<file path="src/rtl/dir_key_repeat.sv">
// dir_key_repeat: turns four debounced direction key levels into single-cycle
// move requests, with an initial auto-repeat delay followed by a fixed repeat
// rate while the most recently pressed key stays held.
module dir_key_repeat #(
    parameter int unsigned CLK_PER_MS = 100000,
    parameter int unsigned DELAY_MS   = 250,
    parameter int unsigned REPEAT_MS  = 100
) (
    input  logic       clk,
    input  logic       rst_n,
    input  logic [3:0] keys,
    output logic       move_valid,
    output logic [1:0] move_dir,
    output logic       held
);

    localparam int unsigned PW = (CLK_PER_MS > 1) ? $clog2(CLK_PER_MS) : 1;

    typedef enum logic [1:0] {
        StIdle   = 2'd0,
        StDelay  = 2'd1,
        StRepeat = 2'd2
    } state_e;

    // Input path: two-flop synchroniser plus previous-level register for edges.
    logic [3:0] s1;
    logic [3:0] s2;
    logic [3:0] s3;

    state_e          state;
    logic [1:0]      act;
    logic [PW-1:0]   pre_cnt;
    logic [9:0]      ms_cnt;

    logic [3:0]      new_press;
    logic            any_press;
    logic [1:0]      sel;
    logic            tick;
    logic [9:0]      ms_limit;
    logic            act_level;

    // Synchronise the key levels and keep the previous level for edge detection.
    always_ff @(posedge clk) begin
        if (!rst_n) begin
            s1 <= 4'b0000;
            s2 <= 4'b0000;
            s3 <= 4'b0000;
        end else begin
            s1 <= keys;
            s2 <= s1;
            s3 <= s2;
        end
    end

    // Rising-edge detect with fixed priority: up > down > left > right.
    always_comb begin
        new_press = s2 & ~s3;
        any_press = |new_press;
        sel       = 2'd0;
        if (new_press[0]) begin
            sel = 2'd0;
        end else if (new_press[1]) begin
            sel = 2'd1;
        end else if (new_press[2]) begin
            sel = 2'd2;
        end else if (new_press[3]) begin
            sel = 2'd3;
        end
    end

    // Millisecond tick, per-state ms target and level of the tracked key.
    always_comb begin
        tick      = (pre_cnt == PW'(CLK_PER_MS - 1));
        ms_limit  = (state == StDelay) ? 10'(DELAY_MS - 1) : 10'(REPEAT_MS - 1);
        act_level = s2[act];
    end

    // Tracking FSM with registered outputs; a new press always restarts timing.
    always_ff @(posedge clk) begin
        if (!rst_n) begin
            state      <= StIdle;
            act        <= 2'd0;
            pre_cnt    <= '0;
            ms_cnt     <= 10'd0;
            move_valid <= 1'b0;
            move_dir   <= 2'd0;
            held       <= 1'b0;
        end else begin
            move_valid <= 1'b0;
            unique case (state)
                StIdle: begin
                    pre_cnt <= '0;
                    ms_cnt  <= 10'd0;
                    if (any_press) begin
                        act        <= sel;
                        move_valid <= 1'b1;
                        move_dir   <= sel;
                        state      <= StDelay;
                        held       <= 1'b1;
                    end
                end
                StDelay, StRepeat: begin
                    if (any_press) begin
                        act        <= sel;
                        move_valid <= 1'b1;
                        move_dir   <= sel;
                        pre_cnt    <= '0;
                        ms_cnt     <= 10'd0;
                        state      <= StDelay;
                        held       <= 1'b1;
                    end else if (!act_level) begin
                        // Tracked key released: earlier keys still held never resume.
                        pre_cnt <= '0;
                        ms_cnt  <= 10'd0;
                        state   <= StIdle;
                        held    <= 1'b0;
                    end else if (tick) begin
                        pre_cnt <= '0;
                        if (ms_cnt == ms_limit) begin
                            move_valid <= 1'b1;
                            move_dir   <= act;
                            ms_cnt     <= 10'd0;
                            state      <= StRepeat;
                        end else begin
                            ms_cnt <= ms_cnt + 10'd1;
                        end
                    end else begin
                        pre_cnt <= pre_cnt + 1'b1;
                    end
                end
                default: begin
                    state   <= StIdle;
                    held    <= 1'b0;
                    pre_cnt <= '0;
                    ms_cnt  <= 10'd0;
                end
            endcase
        end
    end

endmodule

</file>
<file path="config.mk">
export PLATFORM = sky130hd
export DESIGN_NAME = dir_key_repeat
export DESIGN_NICKNAME = d
export VERILOG_FILES = /design/src/rtl/dir_key_repeat.sv
export SDC_FILE = /design/constraint.sdc
export NUM_CORES = 1
export LEC_CHECK = 0
export CORE_ASPECT_RATIO = 1.25
export CORE_MARGIN = 2
export CORE_UTILIZATION = 50
export DETAILED_ROUTE_END_ITERATION = 8
export PLACE_DENSITY = 0.73
export SYNTH_ARGS = -nofsm -noshare
export SYNTH_HDL_FRONTEND = slang
export SYNTH_SLANG_ARGS = --single-unit
</file>
<file path="constraint.sdc">
create_clock -name clk -period 4.3 [get_ports clk]
set_clock_uncertainty 0.15 [all_clocks]
set_input_delay 0.645 -clock clk [delete_from_list [all_inputs] [get_ports clk]]
set_output_delay 0.645 -clock clk [all_outputs]
set_load 0.01 [all_outputs]
</file>
==> results of run 1 <==
[layout by cell type, fill, tap and decap left out, types with 3 or more instances in the layout]
cell             Yosys  layout
a21oi_1              8       8
and2_1              12      12
and3_1               4       4
clkbuf_8             0       5
clkdlybuf4s50_1      0       9
dfxtp_1             47      47
ha_1                 5       5
inv_1                6       6
nand2_1             16      16
nand2b_1             5       5
nand3_1              9       9
nand4_1             10      10
nor2_1              33      33
nor2b_1              4       4
nor3_1               5       5
nor4_4               3       3
o21ai_0              4       4
xnor2_1              9       9
xor2_1              15      15
[metrics by stage]
stage	cell area [µm²]	utilization, %	power (µW)	setup WS (ns)	hold WS [ns]
after floorplan	2222	-	504.4	2.417	0.2619
after global placement	2340	54.11	524.3	1.786	0.2638
after detailed placement	2340	54.11	525.0	1.724	0.2700
after CTS	2476	57.26	901.9	1.787	0.2911
after global routing	2476	57.26	927.8	1.607	0.2984
final	2476	57.26	892.2	1.780	0.2874
[routing by layer]
metal / share of wire [%] / track usage [%] / up-vias / wire length, µm
met3: 3.3 / 4.441 / 8 / 123
met5: 0 / 0 / - / 0
met4: 2.0 / 7.174 / 0 / 72
met1: 46 / 19.53 / 765 / 1697
met2: 49 / 27.47 / 23 / 1787
li1: - / - / 830 / -
[kinds of logic (layout without fill, tap and decap cells)]
family                     count (synthesis)  in the layout  synth area share [%]
AOI/OAI and AO/OA                         27             27                 8.897
xor gates and xnor gates                  24             24                 9.460
adders and majority gates                  5              5                 2.815
buffers and inverters                     11             23                 3.040
DFF                                       47             47                 42.34
muxes                                      2              2                 1.633
and+or+nand+nor                          117            117                 31.81
[final cells by class]
class / instances / area [µm²]
Inverter: 6 / 22.52
Clock inverter: 3 / 67.56
Sequential cell: 47 / 940.9
Fill cell: 431 / 1848
Clock buffer: 5 / 68.82
Tap cell: 58 / 72.57
Multi-Input combinational cell: 175 / 1214
Timing Repair Buffer: 9 / 90.09
[power by group]
part	total, µW	switching (µW)	internal (µW)
combinational	63.5	31.8	31.7
clock	376	145	232
sequential	452	6.76	446
total	892	183	709
[worst max-delay path: stages (launching register included)]
cell,delay (ns)
dfxtp_1,0.38
ha_1,0.25
nand4_1,0.24
nor4_4,0.70
or2_1,0.55
nor2_1,0.11
[flip-flops by register name, indices dropped and copies added, names as in the netlist]
register,flops
act,2
held,1
move_dir,2
move_valid,1
ms_cnt,10
pre_cnt,17
s1,4
s2,4
s3,4
state,2
[how the worst min path moves through the flow]
| stage | end | cells past startpoint | slack, ns |
|---|---|---|---|
| finish | s2[0] | 1 | 0.29 |
| CTS | s2[2] | 1 | 0.29 |
| detailed placement | s2[2] | 1 | 0.27 |
| global placement | s2[1] | 1 | 0.26 |
| global route | s2[0] | 1 | 0.30 |
| floorplan | s2[0] | 1 | 0.26 |
==> flow_summary.ini, run 1 <==
[synthesis]
synthTopCellsByArea = dfxtp_1 (42%), xor2_1 (5.9%), nor2_1 (5.6%), xnor2_1 (3.5%), and2_1 (3.4%)
avgSynthCellArea_um2 = 9.537
synthesis.nets = 244
synth_top_area_share_pct = 42.34
synthFlopType = dfxtp_1
synth_edf_count = 0
async_flop_share_pct = 0
yosys_warnings = 0
synth_cells = 233
synth_cell_types = 49
syn-cell-area_mm2 = 0.002222
synth_most_common_cell = dfxtp_1
synth_top_area_cell = dfxtp_1
ys_top_cells_by_count = dfxtp_1 (47), nor2_1 (33), nand2_1 (16), xor2_1 (15), and2_1 (12)
synth.yosys.seq_area_share_pct = 42.34
ys_ff_latch = 47

[cts]
cts.path.max_buffers = 2
tritoncts = yes
cts_setup_buffers = 0
htree_levels = 2
insertion_delay_ns = 0.30
cts.clk_slew.worst_paths_ns = 0.09
clockRootBuffer = clkbuf_8
cts_resized = 0
clock-sinks = 47
hold_buffers = 0
cts-buffers-inserted = 5

[routing]
antenna_left = 0
dr.pass1.iters = 4
wl_um = 3679
drcViolationCount = 0
vias = 1626
avgViaCountPerCell = 5.366
wl_per_cell_um = 12.14
drt_iter0_markers = 80

[cells_and_area]
drive_gt1_share_pct = 11.02
final-instance-count-excl-fill = 303
fin_nets = 255
area_delta_synth_final_pct = 11.43
antenna_cells = 0

[setup_path]
cp-end-kind = register
required_ns = 4.32
crit_arrival_ns = 2.54
critPathKind = reg -> reg
regToRegSetupSlack_ns = 1.78
crit_end = pre_cnt[3]
crit_start = pre_cnt[0]
timing.rr.start = pre_cnt[0]
r2r-end = pre_cnt[3]
start_kind = register
critPathMaxFanout = 17
rr_worst_depth = 5

[global_route]
grt_use_total_pct = 16.38
grt_max_degree = 18
grt_pass1_wl_um = 6492
antenna_found_initial = 0
gr-total-overflow = 0
first_global_vias = 1489

[status]
status = finished clean

[place]
gp_congestion = 0.7745
hpwl_um = 2634
dp.cells = 295
portBuffers = 9

[sta]
fin_crit_ns = 2.520
worst_slew_pin_slew_ns = 0.6726
setup_tns_ns = 0
slew_viol_final = 0
grt_setup_unrepaired = false
hold_violations = 0
slew-limit-headroom_pct = 54.83
max_freq_mhz = 396.8
timing.final.crit_share_pct = 58.61
setup_viol = 0

[floorplanning]
die_h_um = 78.54
die-width_um = 63.63
fp.dieArea_mm2 = 0.004997
start_util_pct = 51.39
io_pins = 10
coreArea_mm2 = 0.004324
core.rowCount = 27

[pwr]
p_leak_uw = 0.0008620
vdd_drop_max_uv = 217.3
cellPowerDensity_mw_per_mm2 = 360.3

[flow_run]
maxCapViolations = 0

[min_path]
min_from = s1[0]
hold_path.class = reg -> reg
Power figures use the tool's default switching activity.
==> run 2, diff against run 1 <==
PLACE_DENSITY = 0.76   (was 0.73)
clock period = 2.2 ns   (was 4.3 ns; I/O delays follow)
==> run 2 against run 1 <==
- count of clock-buffer cells in the layout up 2
- combinational power up 100%
- sequential cell count unchanged
- wire length up 7.5%
- critical endpoint is now move_dir[0]
- largest cell class unchanged
==> flow_summary.ini, run 2 (synthesized netlist as in run 1, its figures left out) <==
[sta]
max_freq_mhz = 493.5
fin_crit_ns = 2.027
slew-limit-headroom_pct = 68.82
hold_ws_ns = 0.2884
timing.final.crit_share_pct = 92.11
layout_setup_ws_ns = 0.1735
setup_viol = 0
hold_violations = 0
setup_tns_ns = 0
grt_setup_unrepaired = false
worst_slew_pin_slew_ns = 0.4615
slew_viol_final = 0

[status]
status = finished clean

[floorplanning]
coreArea_mm2 = 0.004324
die-width_um = 63.63
core.rowCount = 27
io_pins = 10
start_util_pct = 51.39
die_h_um = 78.54
fp.dieArea_mm2 = 0.004997

[routing]
drcViolationCount = 0
drt_iter0_markers = 70
wl_um = 3955
avgViaCountPerCell = 5.399
vias = 1679
wl_per_cell_um = 12.72
dr.pass1.iters = 4
antenna_left = 0

[cells_and_area]
fin_nets = 263
final_common_cell = dfxtp_1
nFillCells = 403
largest_register_ffs = 17
layout_common_cells = dfxtp_1 (47), nor2_1 (33), nand2_1 (16), xor2_1 (15), and2_1 (12)
antenna_cells = 0
regArea_um2 = 940.9
fin_area_mm2 = 0.002487
regMostFlops = pre_cnt
multi_input_area_mm2 = 0.001220
layout_top_registers = pre_cnt (17), ms_cnt (10)
drive_gt1_share_pct = 13.83
area_delta_synth_final_pct = 11.94

[cts]
tritoncts = yes
cts.path.max_buffers = 2
cts-buffers-inserted = 5
cts.clk_slew.worst_paths_ns = 0.08
hold_buffers = 0
cts_setup_buffers = 0
insertion_delay_ns = 0.30
clockRootBuffer = clkbuf_8
htree_levels = 2
clock-sinks = 47

[setup_path]
crit_arrival_ns = 2.07
rr_worst_depth = 7
required_ns = 2.24
critPathMaxFanout = 3
critPathKind = reg -> reg
start_kind = register
cp-end-kind = register

[place]
portBuffers = 9
place_area_mm2 = 0.002400
pre_cts_slack_ns = 0.1409
hpwl_um = 2788
gp_congestion = 0.8678

[pwr]
finalPower_uw = 1511
vdd_drop_max_uv = 414.6
p_leak_uw = 0.0008781
cellPowerDensity_mw_per_mm2 = 607.5

[flow_run]
maxCapViolations = 0

[min_path]
whs_path_depth = 1
hold_path.class = reg -> reg

[global_route]
grt_pass1_wl_um = 6962
first_global_vias = 1589
grt_use_total_pct = 17.53
antenna_found_initial = 0
gr-total-overflow = 0
grt_max_degree = 17
run 2: metrics by stage:
stage / cells / utilization [%]
3_3_place_gp: 303 / 55.50
3_5_place_dp: 303 / 55.50
5_1_grt: 311 / 57.52
4_1_cts: 311 / 57.38
6_report: 311 / 57.52
2_1_floorplan: 233 / -
run 2: repair_timing:
| item | CTS | global route |
|---|---|---|
| endpoints found under the hold margin | 0 | 0 |
| resized for setup | 0 | 2 |
| endpoints found under the setup margin | 0 | 12 |
run 2: worst max-delay path: stages, from the launching register on:
cell     delay [ns]
dfxtp_1        0.33
inv_1          0.10
ha_1           0.18
or2b_2         0.30
o22ai_2        0.22
and3_1         0.20
a31oi_1        0.13
a221o_1        0.31
run 2: layout make-up:
class                      instances  share of cell area, %
tap                               58                  2.917
inverter                           6                 0.9054
multi-input combinational        175                  49.04
sequential                        47                  37.83
clock buffer                       7                  3.068
timing repair buffer              17                  6.036
clock inverter                     1                 0.2012
run 2: path summary, 6_finish.rpt:
| kind | from | endpoint | slack (ns) |
|---|---|---|---|
| worst min register to register | s1[2] | s2[2] | 0.29 |
| worst min-delay path | s1[2] | s2[2] | 0.29 |
| worst max register to register | state[1] | move_dir[0] | 0.17 |
| worst max-delay path | state[1] | move_dir[0] | 0.17 |
run 2: report_power, final:
part,internal [µW],leakage (µW),switching [µW]
Combinational,66.3,0.000454,62.9
Sequential,871,0.000382,14.0
Clock,223,0.0000422,274
run 2: routing by layer:
metal	wire length (µm)	global-route usage [%]	part of all wire (%)
met2	2007	30.11	51
met5	0	0	0
met4	74	9.130	1.9
met3	101	4.155	2.6
met1	1772	20.05	45
